`src/rtl/data_collector_pkg.sv`:
```
// data_collector_pkg
//   Shared definitions for the data collector slice: default bus geometry,
//   FSM state encoding and a saturating counter helper.
//   Optional statistics are enabled with the macro DATA_COLLECTOR_STATS_EN.
package data_collector_pkg;

  localparam int DEF_DATA_WIDTH               = 4;
  localparam int DEF_SELECTOR_OUTPUTS         = 4;
  localparam int DEF_SELECTOR_OUTPUTS_PER_BUS = 4;
  localparam int DEF_FIFO_DEPTH               = 4;

  typedef enum logic {
    IDLE    = 1'b0,
    COLLECT = 1'b1
  } state_t;

  // 16-bit add of a small increment, clamping at all-ones.
  function automatic logic [15:0] sat_add16(input logic [15:0] a, input logic [1:0] inc);
    logic [16:0] sum;
    sum = {1'b0, a} + {15'd0, inc};
    return sum[16] ? 16'hFFFF : sum[15:0];
  endfunction

endpackage

```
`src/rtl/data_collector_if.sv`:
```
// data_collector_if
//   Groups the scheduler beat stream (data_in/data_valid/data_sof) and the
//   parallel frame output handshake (out_data/out_valid/out_ready).
//   Modports:
//     slave  - the collector: consumes beats, produces frames
//     master - the environment: produces beats, consumes frames
interface data_collector_if #(
  parameter int W       = 16,
  parameter int FRAME_W = 64
);
  logic [W-1:0]       data_in;
  logic               data_valid;
  logic               data_sof;
  logic [FRAME_W-1:0] out_data;
  logic               out_valid;
  logic               out_ready;

  modport slave (
    input  data_in, data_valid, data_sof, out_ready,
    output out_data, out_valid
  );

  modport master (
    output data_in, data_valid, data_sof, out_ready,
    input  out_data, out_valid
  );
endinterface

```
`src/rtl/data_collector_frame_fifo.sv`:
```
// frame_fifo
//   Synchronous FIFO of complete frames, power-of-two DEPTH.
//   Ports: clk, rst (async, active-high), push/push_data, pop, head_data
//   (head entry, 0 when empty), full, empty, count_next (occupancy after
//   this cycle's push/pop). A push into a full FIFO is accepted only when a
//   pop happens in the same cycle; otherwise it is ignored.
module frame_fifo #(
  parameter int WIDTH = 64,
  parameter int DEPTH = 4,
  localparam int AW   = (DEPTH > 1) ? $clog2(DEPTH) : 1,
  localparam int CW   = $clog2(DEPTH + 1)
) (
  input  logic             clk,
  input  logic             rst,
  input  logic             push,
  input  logic [WIDTH-1:0] push_data,
  input  logic             pop,
  output logic [WIDTH-1:0] head_data,
  output logic             full,
  output logic             empty,
  output logic [CW-1:0]    count_next
);
  logic [WIDTH-1:0] mem [DEPTH];
  logic [AW-1:0]    wr_ptr_reg, rd_ptr_reg;
  logic [CW-1:0]    count_reg;
  logic             push_ok, pop_ok;

  assign empty      = (count_reg == '0);
  assign full       = (count_reg == CW'(DEPTH));
  assign pop_ok     = pop && !empty;
  // A pop in the same cycle frees the slot the push needs.
  assign push_ok    = push && (!full || pop_ok);
  assign count_next = count_reg + CW'(push_ok) - CW'(pop_ok);
  // Head is read asynchronously so a frame is visible the cycle after it lands.
  assign head_data  = empty ? '0 : mem[rd_ptr_reg];

  always_ff @(posedge clk) begin
    if (push_ok) mem[wr_ptr_reg] <= push_data;
  end

  always_ff @(posedge clk or posedge rst) begin
    if (rst) begin
      wr_ptr_reg <= '0;
      rd_ptr_reg <= '0;
      count_reg  <= '0;
    end else begin
      if (push_ok) wr_ptr_reg <= wr_ptr_reg + AW'(1);
      if (pop_ok)  rd_ptr_reg <= rd_ptr_reg + AW'(1);
      count_reg <= count_next;
    end
  end
endmodule

```
`src/rtl/data_collector.sv`:
```
// data_collector
//   Reassembles round-robin scheduler beats (slot 0..SELECTOR_OUTPUTS-1) into
//   frames, buffers them in frame_fifo and presents each frame in parallel.
//   Ports: clk, rst (async, active-high), bus (data_collector_if.slave:
//   beat stream in, frame handshake out), wBusy (FIFO nearly full),
//   overflow (sticky frame drop), resync (sticky mid-frame sof).
//   Optional macro DATA_COLLECTOR_STATS_EN adds frame_count/drop_count.
//   Assumes SELECTOR_OUTPUTS >= 2.
module data_collector
  import data_collector_pkg::*;
#(
  parameter int DATA_WIDTH               = DEF_DATA_WIDTH,
  parameter int SELECTOR_OUTPUTS         = DEF_SELECTOR_OUTPUTS,
  parameter int SELECTOR_OUTPUTS_PER_BUS = DEF_SELECTOR_OUTPUTS_PER_BUS,
  parameter int FIFO_DEPTH               = DEF_FIFO_DEPTH
) (
  input  logic            clk,
  input  logic            rst,
  data_collector_if.slave bus,
  output logic            wBusy,
  output logic            overflow,
  output logic            resync
`ifdef DATA_COLLECTOR_STATS_EN
  ,
  output logic [15:0]     frame_count,
  output logic [15:0]     drop_count
`endif
);
  localparam int W       = DATA_WIDTH * SELECTOR_OUTPUTS_PER_BUS;
  localparam int FRAME_W = W * SELECTOR_OUTPUTS;
  localparam int SLOT_W  = (SELECTOR_OUTPUTS > 1) ? $clog2(SELECTOR_OUTPUTS) : 1;
  localparam int CNT_W   = $clog2(FIFO_DEPTH + 1);
  localparam logic [SLOT_W-1:0] LAST_SLOT = SLOT_W'(SELECTOR_OUTPUTS - 1);

  state_t              state_reg, state_next;
  logic [SLOT_W-1:0]   slot_reg, slot_next, store_slot;
  logic                store_en, done_next, resync_hit;
  logic                frame_done_reg, busy_reg, overflow_reg, resync_reg;
  logic [FRAME_W-1:0]  frame_flat;
  logic                fifo_full, fifo_empty, pop, drop_frame;
  logic [CNT_W-1:0]    fifo_count_next;

  always_comb begin
    state_next = state_reg;
    slot_next  = slot_reg;
    store_en   = 1'b0;
    store_slot = slot_reg;
    done_next  = 1'b0;
    resync_hit = 1'b0;
    if (bus.data_valid) begin
      case (state_reg)
        IDLE: begin
          if (bus.data_sof) begin
            store_en   = 1'b1;
            store_slot = '0;
            slot_next  = SLOT_W'(1);
            state_next = COLLECT;
          end
        end
        COLLECT: begin
          store_en = 1'b1;
          if (bus.data_sof) begin
            // Restart: partial frame is abandoned, this beat becomes slot 0.
            resync_hit = 1'b1;
            store_slot = '0;
            slot_next  = SLOT_W'(1);
          end else if (slot_reg == LAST_SLOT) begin
            done_next  = 1'b1;
            slot_next  = '0;
            state_next = IDLE;
          end else begin
            slot_next = slot_reg + SLOT_W'(1);
          end
        end
        default: state_next = IDLE;
      endcase
    end
  end

  genvar gi;
  generate
    for (gi = 0; gi < SELECTOR_OUTPUTS; gi++) begin : g_slot
      logic [W-1:0] stage_reg;
      always_ff @(posedge clk or posedge rst) begin
        if (rst)
          stage_reg <= '0;
        else if (store_en && store_slot == SLOT_W'(gi))
          stage_reg <= bus.data_in;
      end
      assign frame_flat[gi*W +: W] = stage_reg;
    end
  endgenerate

  // frame_done_reg pushes the staged frame one edge after its last beat;
  // a new slot 0 written on that same edge does not disturb the push data.
  frame_fifo #(.WIDTH(FRAME_W), .DEPTH(FIFO_DEPTH)) u_fifo (
    .clk        (clk),
    .rst        (rst),
    .push       (frame_done_reg),
    .push_data  (frame_flat),
    .pop        (pop),
    .head_data  (bus.out_data),
    .full       (fifo_full),
    .empty      (fifo_empty),
    .count_next (fifo_count_next)
  );

  assign bus.out_valid = !fifo_empty;
  assign pop           = bus.out_valid && bus.out_ready;
  assign drop_frame    = frame_done_reg && fifo_full && !pop;

  always_ff @(posedge clk or posedge rst) begin
    if (rst) begin
      state_reg      <= IDLE;
      slot_reg       <= '0;
      frame_done_reg <= 1'b0;
      busy_reg       <= 1'b0;
      overflow_reg   <= 1'b0;
      resync_reg     <= 1'b0;
    end else begin
      state_reg      <= state_next;
      slot_reg       <= slot_next;
      frame_done_reg <= done_next;
      // Built from next-state occupancy so wBusy tracks the FIFO without lag.
      busy_reg       <= (fifo_count_next >= CNT_W'(FIFO_DEPTH - 1));
      if (drop_frame) overflow_reg <= 1'b1;
      if (resync_hit) resync_reg   <= 1'b1;
    end
  end

  assign wBusy    = busy_reg;
  assign overflow = overflow_reg;
  assign resync   = resync_reg;

`ifdef DATA_COLLECTOR_STATS_EN
  logic [15:0] frame_count_reg, drop_count_reg;
  always_ff @(posedge clk or posedge rst) begin
    if (rst) begin
      frame_count_reg <= '0;
      drop_count_reg  <= '0;
    end else begin
      frame_count_reg <= sat_add16(frame_count_reg, {1'b0, pop});
      drop_count_reg  <= sat_add16(drop_count_reg, {1'b0, drop_frame} + {1'b0, resync_hit});
    end
  end
  assign frame_count = frame_count_reg;
  assign drop_count  = drop_count_reg;
`endif
endmodule
```
`src/flat_wrapper.sv`:
```
// flat-port wrapper written by rule: the top's interface ports become plain ports
module data_collector_flat import data_collector_pkg::*;
#(
  parameter int DATA_WIDTH               = DEF_DATA_WIDTH,
  parameter int SELECTOR_OUTPUTS         = DEF_SELECTOR_OUTPUTS,
  parameter int SELECTOR_OUTPUTS_PER_BUS = DEF_SELECTOR_OUTPUTS_PER_BUS,
  parameter int FIFO_DEPTH               = DEF_FIFO_DEPTH
)
  (clk, rst, wBusy, overflow, resync, bus_data_in, bus_data_valid, bus_data_sof, bus_out_ready, bus_out_data, bus_out_valid);
  data_collector_if bus_i ();
  input  logic clk;
  input  logic rst;
  output logic wBusy;
  output logic overflow;
  output logic resync;
  input wire logic [$bits(bus_i.data_in)-1:0] bus_data_in;
  input wire logic [$bits(bus_i.data_valid)-1:0] bus_data_valid;
  input wire logic [$bits(bus_i.data_sof)-1:0] bus_data_sof;
  input wire logic [$bits(bus_i.out_ready)-1:0] bus_out_ready;
  output wire logic [$bits(bus_i.out_data)-1:0] bus_out_data;
  output wire logic [$bits(bus_i.out_valid)-1:0] bus_out_valid;
  assign bus_i.data_in = bus_data_in;
  assign bus_i.data_valid = bus_data_valid;
  assign bus_i.data_sof = bus_data_sof;
  assign bus_i.out_ready = bus_out_ready;
  assign bus_out_data = bus_i.out_data;
  assign bus_out_valid = bus_i.out_valid;
  data_collector #(.DATA_WIDTH(DATA_WIDTH), .SELECTOR_OUTPUTS(SELECTOR_OUTPUTS), .SELECTOR_OUTPUTS_PER_BUS(SELECTOR_OUTPUTS_PER_BUS), .FIFO_DEPTH(FIFO_DEPTH)) u_core (.clk(clk), .rst(rst), .bus(bus_i), .wBusy(wBusy), .overflow(overflow), .resync(resync));
endmodule
```
`config.mk`:
```
export PLATFORM = sky130hd
export DESIGN_NAME = data_collector_flat
export DESIGN_NICKNAME = d
export VERILOG_FILES = /design/src/rtl/data_collector_pkg.sv /design/src/rtl/data_collector_if.sv /design/src/rtl/data_collector_frame_fifo.sv /design/src/rtl/data_collector.sv /design/src/flat_wrapper.sv
export SDC_FILE = /design/constraint.sdc
export NUM_CORES = 1
export LEC_CHECK = 0
export CAP_MARGIN = 20
export CORE_UTILIZATION = 35
export DETAILED_ROUTE_END_ITERATION = 6
export MAX_ROUTING_LAYER = met4
export PLACE_DENSITY = 0.5
export SLEW_MARGIN = 40
export SYNTH_ARGS = -nofsm -noshare
export SYNTH_HDL_FRONTEND = slang
export SYNTH_SLANG_ARGS = --single-unit
```
`constraint.sdc`:
```
create_clock -name clk -period 3.6 [get_ports clk]
set_input_delay 0.72 -clock clk [delete_from_list [all_inputs] [get_ports clk]]
set_output_delay 0.72 -clock clk [all_outputs]
set_load 0.05 [all_outputs]
```
Word level (Yosys, flattened, before mapping)
Memory sizes are Yosys's and may differ from the RTL's.
Index checks and enable logic that the tools add are counted.

word-level totals
  bits in registers = 78
  memory bits (writable) = 256
  input bits = 21
  output and inout port bits = 68
  logic and storage cells = 64
  memories kept = 1

memory list
  name               depth  width  rd ports  clocked after memory_dff  wr ports  RTL line                         text
  u_core.u_fifo.mem  4      64     1         0                         1         data_collector_frame_fifo.sv:23  logic [WIDTH-1:0] mem [DEPTH];

operators by class
  add/sub/neg operators = 5
  magnitude comparators = 1
  eq/ne operators = 6
  muxes and demuxes = 21
  bitwise gates (word level) = 1
  reductions and logical operators = 16

operator list
  cell                   number
  $mux W64               1
  $mux W1                12
  $mux W2                5
  $logic_and A1 B1 Y1    9
  $add A2 B1 Y2 const B  3
  $eq A2 B2 Y1 const B   3
  $pmux W1 S2            2
  $pmux W2 S2            1
  $add A3 B1 Y3          1
  $eq A3 B3 Y1 const B   1
  $ge A3 B2 Y1 const B   1
  $logic_not A1 Y1       3
  $logic_not A3 Y1       1
  $sub A3 B1 Y3          1
  $eq A2 B1 Y1 const B   1
  $logic_not A2 Y1       1
  $ne A2 B2 Y1 const B   1
  $reduce_and A2 Y1      1
  $logic_or A1 B1 Y1     1
  $not A1 Y1             1

Longest topological paths before layout
Gate-level depths: netlist of run 1.

  depth after elaboration = 9
  gate-level depth with buffers = 11
  gate-level depth less buffers = 11

Cells and area by module
Synthesis of run 1 repeated with hierarchy kept, for this count alone.

second synthesis, totals
  cells, all modules = 610
  area, all modules = 12854.8 um^2

by module, submodules not included
  module          times used  cells an instance  area an instance (um^2)
  frame_fifo      1           443                10075.9
  data_collector  1           167                2778.9

Least setup slack after synthesis of run 1
OpenSTA, ideal clock, no wires.

  path type = input -> register
  from = input port bus_out_ready
  to = memory u_core.u_fifo.mem[0][0], enable pin
  library setup time = 429 ps
  arrival = 2631 ps
  path slack = 540 ps
  stages = 3
  path buffers = 0
  path through = nor4b_1 nor2b_1 and2_1

between the ends
  cells in the longest elaborated chain, start to end = 6

ends and longest elaborated chain
  element                        RTL line                         text
  from (decl)                    flat_wrapper.sv:19               input wire logic [$bits(bus_i.out_ready)-1:0] bus_out_ready;
  $logic_and A1 B1 Y1            data_collector.sv:109            assign pop = bus.out_valid && bus.out_ready;
  $logic_and A1 B1 Y1            data_collector_frame_fifo.sv:30  assign pop_ok = pop && !empty;
  $logic_or A1 B1 Y1             data_collector_frame_fifo.sv:32  assign push_ok = push && (!full || pop_ok);
  $logic_and A1 B1 Y1            data_collector_frame_fifo.sv:32
  $mux W1                        data_collector_frame_fifo.sv:38  if (push_ok) mem[wr_ptr_reg] <= push_data;
  $mux W1 (not written as such)  data_collector_frame_fifo.sv:38
  to (decl)                      data_collector_frame_fifo.sv:23

Every way passes these cells.

Final worst setup path of run 1
  from = register u_core.u_fifo.rd_ptr_reg[0]
  to = output port bus_out_data[55]

between the ends
  cells in the longest elaborated chain, start to end = 2

ends and longest elaborated chain
  element                 RTL line                         text
  from (decl)             data_collector_frame_fifo.sv:24  logic [AW-1:0] wr_ptr_reg, rd_ptr_reg;
  from (signal assigned)  data_collector_frame_fifo.sv:48  if (pop_ok) rd_ptr_reg <= rd_ptr_reg + AW'(1);
  $mem_v2 Z4 W64          --
  $mux W64                data_collector_frame_fifo.sv:35  assign head_data = empty ? '0 : mem[rd_ptr_reg];
  to (decl)               flat_wrapper.sv:20               output wire logic [$bits(bus_i.out_data)-1:0] bus_out_data;

Every way passes these cells.

==> results of run 1 <==
-- per-stage QoR --
stage	power, uW	util [%]	cells	worst slack (ns)
2_1_floorplan	9286	-	603	0.5403
3_3_place_gp	10990	40.26	1148	0.3943
3_5_place_dp	11110	40.26	1148	0.2730
4_1_cts	14630	43.42	1214	0.01747
5_1_grt	15070	43.50	1216	0.003737
6_report	14400	43.50	1216	0.1029
-- Yosys cell counts (3+ instances only) --
master    instances  area share (%)
edfxtp_1        256              60
dfrtp_1          78              15
and2_1           70             3.4
mux4_2           64              11
mux2_2           41             3.6
mux2_4           20             2.3
buf_2            10            0.39
clkbuf_1         10            0.29
inv_1             8            0.23
ha_1              7            0.68
buf_4             4            0.23
mux2_1            4            0.35
xnor2_1           4            0.27
buf_6             3            0.26
-- final cells by class --
class / instances / area (sq um)
Inverter: 8 / 32.53
Antenna cell: 2 / 5.005
Sequential cell: 334 / 9644
Fill cell: 3085 / 20240
Clock inverter: 14 / 126.4
Tap cell: 461 / 576.8
Timing Repair Buffer: 112 / 1172
Multi-Input combinational cell: 233 / 2995
Clock buffer: 52 / 1033
-- cells in the final DEF, fill, tap and decap left out, types with 7 or more instances in the layout --
| master | count |
|---|---|
| edfxtp_1 | 256 |
| dfrtp_1 | 76 |
| and2_1 | 66 |
| mux4_2 | 64 |
| mux2_2 | 41 |
| clkdlybuf4s50_1 | 39 |
| clkbuf_16 | 38 |
| buf_4 | 30 |
| dlygate4sd2_1 | 21 |
| mux2_4 | 20 |
| buf_12 | 13 |
| clkbuf_1 | 11 |
| dlymetal6s2s_1 | 9 |
| inv_1 | 7 |
| ha_1 | 7 |
| clkinv_2 | 7 |
-- metal layers --
metal	wire, um	vias up	track usage (%)
met2	13700	129	25.58
met5	0	-	-
met1	12860	3237	21.20
met3	1077	34	2.824
li1	-	2621	-
met4	416	0	3.941
-- kinds of logic (layout without fill, tap and decap cells) --
| logic type | count (synthesis) | after routing | share of synthesized area, % |
|---|---|---|---|
| buf+inv | 36 | 186 | 1.532 |
| xor+xnor | 5 | 5 | 0.3414 |
| compound gates | 9 | 9 | 0.5073 |
| mux | 129 | 129 | 17.53 |
| flops | 334 | 334 | 75.16 |
| other cells | 0 | 2 | 0 |
| fa+ha+maj | 8 | 8 | 0.8390 |
| simple gates | 82 | 82 | 4.088 |
-- what timing repair did --
item / 4_1_cts / 5_1_grt
pin swaps: 0 / 0
endpoints found under the setup margin: 21 / 9
gates resized for setup: 21 / 9
hold buffers: 0 / 0
-- report_power, final --
part	leakage (uW)	internal, uW	switching (uW)
Sequential	0.00326	5050	556
Combinational	0.00175	2080	3130
Clock	0.000572	2140	1440
Total	0.00558	9280	5120
-- path summary, 6_finish.rpt --
path / from / to / slack (ns) / cells past startpoint
max: u_core.u_fifo.rd_ptr_reg[0] / bus_out_data[55] / 0.10 / 4
min: u_core.overflow / u_core.overflow / 0.48 / 1
max reg2reg: u_core.u_fifo.count_reg[1] / u_core.wBusy / 0.72 / 11
min reg2reg: u_core.overflow / u_core.overflow / 0.48 / 1
max in group asynchronous: rst / u_core.g_slot[0].stage_reg[13] / 2.28 / 3
min in group asynchronous: rst / u_core.resync / 0.63 / 2
==> metrics.md, run 1 <==
| Metric | Value |
|---|---|
| Layout cells sized above 1 | `30.68%` |
| Slew Limit Headroom | `55.77%` |
| Failing checks | `design-rule violations` |
| Max incr delay on CP | `0.70 ns` |
| TritonCTS buffer count | `36` |
| Seq/Total Area, Yosys | `approximately 75%` |
| Design area | `15590 sq um` |
| VDD IR max | `roughly 470 uV` |
| Die height | `193.4 um` |
| DRT iter0 DRCs | `336` |
| PD cells | `924.0 nW/um^2` |
| Initial antenna violation count | `4` |
| Worst-path clk slew | `0.06 ns` |
| Cell area after synthesis | `12820 sq um` |
| CORE AREA | `35830 sq um` |
| Fin crit period | `between 3 and 4 ns` |
| Post-synth EDFFs | `256` |
| Final Cycle Share | `97.14%` |
| Tightest Hold Check Type | `reg -> reg` |
| Required time worst endpoint | `2.88 ns` |
| Final setup fails | `0` |
| CTS tree | `built` |
| Worst Path Arrival | `2.78 ns` |
| CP bufs+invs | `2` |
| WHS | `0.4752 ns` |
| Yosys Warn Count | `0` |
| Worst-Margin Slew | `0.6626 ns` |
| Clock latency on the worst-skew pair | `between 0.5 and 0.6 ns` |
| Syn_area_per_cell | `between 20 and 25 sq um` |
| RSZ-0062 raised after global routing | `false` |
| Slowest cell on crit path | `clkdlybuf4s50_1` |
| Port Buf Inserts | `between 80 and 90` |
| CTS Root Cell | `clkbuf_16` |
| Status | `finished, violations left` |
| Synth-to-Final Area Change | `21.53%` |
| Grt ovf | `0` |
| Cell variety after synth | `33` |
| Vias in the first global route | `6682` |
| FP Rows | `69` |
| # Post-CTS Setup Buffers | `0` |
| Critical-path cell list | `buf_4 -> mux4_2 -> and2_1 -> clkdlybuf4s50_1` |
| Vias per inst | `4.951` |
| Via count | `6021` |
| Synth Instances | `about 600` |
| Final hold vios | `0` |
| Clock skew | `roughly 0.017 ns` |
| Final HPWL DP | `16.81 mm` |
| Effective utilization at floorplan | `35.80%` |
| Setup crit end kind | `output port` |
| Setup CP Type | `reg -> out` |
| Max Fclk | `286.0 MHz` |
| Crit-path leading delay family | `buffers and inverters` |
| Slew Viols, Final | `0` |
| Synth Flop Type | `edfxtp_1` |
| Dpl cell area | `14420 sq um` |
| Gr usage total | `15.97%` |
| GP Congestion | `0.7416` |
| Total I/O pin count | `89` |
| Yosys reg bits | `334` |
| H-tree depth | `2` |
| Critical path launch point type | `flop` |
| Final TNS setup | `0 ns` |
| CTS Sinks | `334` |
| DRC | `6` |
| Drt wl/cell | `23.08 um` |
| Post-synthesis async set-or-reset flop share | `23.35%` |
| Clk buf depth | `3` |
| Syn_nets | `approximately 630` |
| Die width | `193.4 um` |
| Largest net degree at the start of global routing | `44` |
| Crit-path max FO | `13` |
| Final wirelength | `28.06 mm` |
| Max FFs per register | `about 260` |
| Leakage | `0.005576 uW` |
| Post-route ant nets | `0` |
| DRT Pass-1 Iters | `7` |
| First-pass GRT wire length | `~43 mm` |
| Nets | `approximately 750` |
| Die area | `approximately 37000 sq um` |
| Max Cap Viol | `0` |
No activity file was read; power rests on OpenSTA's default activity.
==> run 2: changes to the inputs <==
--- a/config.mk
+++ b/config.mk
@@ -10,7 +10,6 @@
 export DETAILED_ROUTE_END_ITERATION = 6
 export MAX_ROUTING_LAYER = met4
 export PLACE_DENSITY = 0.5
-export SLEW_MARGIN = 40
 export SYNTH_ARGS = -nofsm -noshare
 export SYNTH_HDL_FRONTEND = slang
 export SYNTH_SLANG_ARGS = --single-unit
==> metrics.md, run 2 (synthesis gave the netlist of run 1 again) <==
| Metric | Value |
|---|---|
| Final hold vios | `0 (unchanged)` |
| Nets | `754 (unchanged)` |
| Grt ovf | `0 (unchanged)` |
| Port Buf Inserts | `88 (unchanged)` |
| DRC | `6 (unchanged)` |
| CTS tree | `built (unchanged)` |
| GP Congestion | `0.7416 (unchanged)` |
| Critical-path cell list | `buf_4 -> mux4_2 -> and2_1 -> clkdlybuf4s50_1 (unchanged)` |
| Worst-Margin Slew | `0.8030 ns (was 0.6626 ns)` |
| Post-route ant nets | `0 (unchanged)` |
| Layout cells sized above 1 | `30.68% (unchanged)` |
| Clock skew | `0.01663 ns (was 0.01664 ns)` |
| Worst Path Arrival | `2.78 ns (about the same)` |
| Vias in the first global route | `6682 (unchanged)` |
| Final TNS setup | `0 ns (unchanged)` |
| Final wirelength | `28.07 mm (was 28.06 mm)` |
| Hold bufs inserted after CTS | `0 (unchanged)` |
| Vias per inst | `4.951 (about the same)` |
| RSZ-0062 raised after global routing | `false (unchanged)` |
| Status | `finished, violations left (unchanged)` |
| Max incr delay on CP | `0.70 ns (about the same)` |
| Max FFs per register | `256 (unchanged)` |
| P_sw | `5121 uW (about the same)` |
| Gate power share | `36.2% (about the same)` |
| Tightest Hold Check Type | `reg -> reg (unchanged)` |
| Die area | `37410 sq um (unchanged)` |
| Gr usage total | `15.97% (unchanged)` |
| Die height | `193.4 um (unchanged)` |
| Clock share of power | `24.9% (about the same)` |
| Clk buf depth | `3 (unchanged)` |
| Final HPWL DP | `16.81 mm (unchanged)` |
| FP Rows | `69 (unchanged)` |
| Fin crit period | `3.497 ns (about the same)` |
| Slew Limit Headroom | `46.47% (was 55.77%)` |
| Final Cycle Share | `97.14% (about the same)` |
| VDD IR max | `470.3 uV (about the same)` |
| Die width | `193.4 um (unchanged)` |
| Leakage | `0.005575 uW (was 0.005576 uW)` |
| Filler cells | `3086 (was 3085)` |
| Drt wl/cell | `23.08 um (about the same)` |
| Effective utilization at floorplan | `35.80% (unchanged)` |
| Slew Viols, Final | `0 (unchanged)` |
| Via count | `6020 (was 6021)` |
| Sequential power share | `39.0% (about the same)` |
| TritonCTS buffer count | `36 (unchanged)` |
| Largest net degree at the start of global routing | `44 (unchanged)` |
| Commonest non-fill, non-tap cells in the layout | `edfxtp_1 (256), dfrtp_1 (76), and2_1 (66) (unchanged)` |
| Setup crit end kind | `output port (unchanged)` |
| CORE AREA | `35830 sq um (unchanged)` |
| Max Cap Viol | `0 (unchanged)` |
| Register-to-Register Setup Slack | `0.72 ns (about the same)` |
| Max Fclk | `286.0 MHz (about the same)` |
| Initial antenna violation count | `4 (unchanged)` |
| CTS Root Cell | `clkbuf_16 (unchanged)` |
| Final setup fails | `0 (unchanged)` |
| Critical path launch point type | `flop (unchanged)` |
| Setup CP Type | `reg -> out (unchanged)` |
| Cell-internal power | `9281 uW (was 9282 uW)` |
| DRT Pass-1 Iters | `7 (unchanged)` |
| Worst-path clk slew | `0.06 ns (about the same)` |
| H-tree depth | `2 (unchanged)` |
| Slowest cell on crit path | `clkdlybuf4s50_1 (unchanged)` |
| Total I/O pin count | `89 (unchanged)` |
| Synth-to-Final Area Change | `21.52% (was 21.53%)` |
| Crit-path max FO | `13 (unchanged)` |
| CTS Sinks | `334 (unchanged)` |
| # Post-CTS Setup Buffers | `0 (unchanged)` |
| Required time worst endpoint | `2.88 ns (about the same)` |
| Most common cell after layout, fill and taps aside | `edfxtp_1 (unchanged)` |
| PostCTS Resize Cnt | `21 (unchanged)` |
| DRT iter0 DRCs | `336 (unchanged)` |
| Sw frac | `35.56% (about the same)` |
| Clock latency on the worst-skew pair | `0.52 ns (about the same)` |
| Tot Pwr | `14400 uW (about the same)` |
| PD cells | `924.2 nW/um^2 (was 924.0 nW/um^2)` |
| First-pass GRT wire length | `42.91 mm (unchanged)` |
| Failing checks | `design-rule violations (unchanged)` |
| Util after Layout | `43.50% (about the same)` |
==> run 2: cell type report <==
cell class                      count  area (sq um)  area share, %
Sequential cell                   334          9644          61.88
Inverter                            8         31.28         0.2007
Multi-Input combinational cell    233          2995          19.22
Tap cell                          461         576.8          3.701
Antenna cell                        2         5.005        0.03211
Clock inverter                     14         126.4         0.8109
Clock buffer                       52          1033          6.631
Timing Repair Buffer              112          1172          7.522
==> run 2: routing by layer <==
| metal | track usage [%] | part of all wire (%) |
|---|---|---|
| met4 | 3.941 | 1.5 |
| met3 | 2.824 | 3.8 |
| met2 | 25.58 | 49 |
| met5 | - | 0 |
| met1 | 21.20 | 46 |
==> run 2: power by group through the flow <==
| stage | combinational [uW] | clock (uW) | sequential, uW |
|---|---|---|---|
| 5_1_grt | 5520 | 3830 | 5710 |
| 3_5_place_dp | 5430 | 0 | 5690 |
| 4_1_cts | 5330 | 3690 | 5610 |
| 3_3_place_gp | 5380 | 0 | 5610 |
| 6_report | 5210 | 3580 | 5610 |
| 2_1_floorplan | 3810 | 0 | 5480 |
==> run 2: per-stage QoR <==
step | hold WS [ns] | area, sq um | instances | setup slack (ns)
final | 0.4752 | 15580 | 1216 | 0.1031
after global routing | 0.5052 | 15580 | 1216 | 0.003737
after CTS | 0.4818 | 15560 | 1214 | 0.01747
after detailed placement | 0.4574 | 14420 | 1148 | 0.2730
after global placement | 0.4572 | 14420 | 1148 | 0.3943
after floorplan | 0.4419 | 12820 | 603 | 0.5403
==> run 2: worst max-delay path: cells and delay by family (launching register included) <==
family / cells / cell delay (ns)
multiplexers: 1 / 0.53
buffers and inverters: 2 / 0.95
flip-flops: 1 / 0.61
AND/OR/NAND/NOR: 1 / 0.18
==> run 2: final timing paths <==
path                                              from                             end  depth (start not counted)
max                        u_core.u_fifo.rd_ptr_reg[0]                bus_out_data[55]                          4
min                                    u_core.overflow                 u_core.overflow                          1
max reg2reg                 u_core.u_fifo.count_reg[1]                    u_core.wBusy                         11
min reg2reg                            u_core.overflow                 u_core.overflow                          1
max in group asynchronous                          rst  u_core.g_slot[0].stage_reg[13]                          3
min in group asynchronous                          rst                   u_core.resync                          2
==> run 3: changes to the inputs <==
--- a/config.mk
+++ b/config.mk
@@ -5,7 +5,6 @@
 export SDC_FILE = /design/constraint.sdc
 export NUM_CORES = 1
 export LEC_CHECK = 0
-export CAP_MARGIN = 20
 export CORE_UTILIZATION = 35
 export DETAILED_ROUTE_END_ITERATION = 6
 export MAX_ROUTING_LAYER = met4
==> results of run 3 <==
The final DEF is identical to that of run 2; final timing and power are the same.
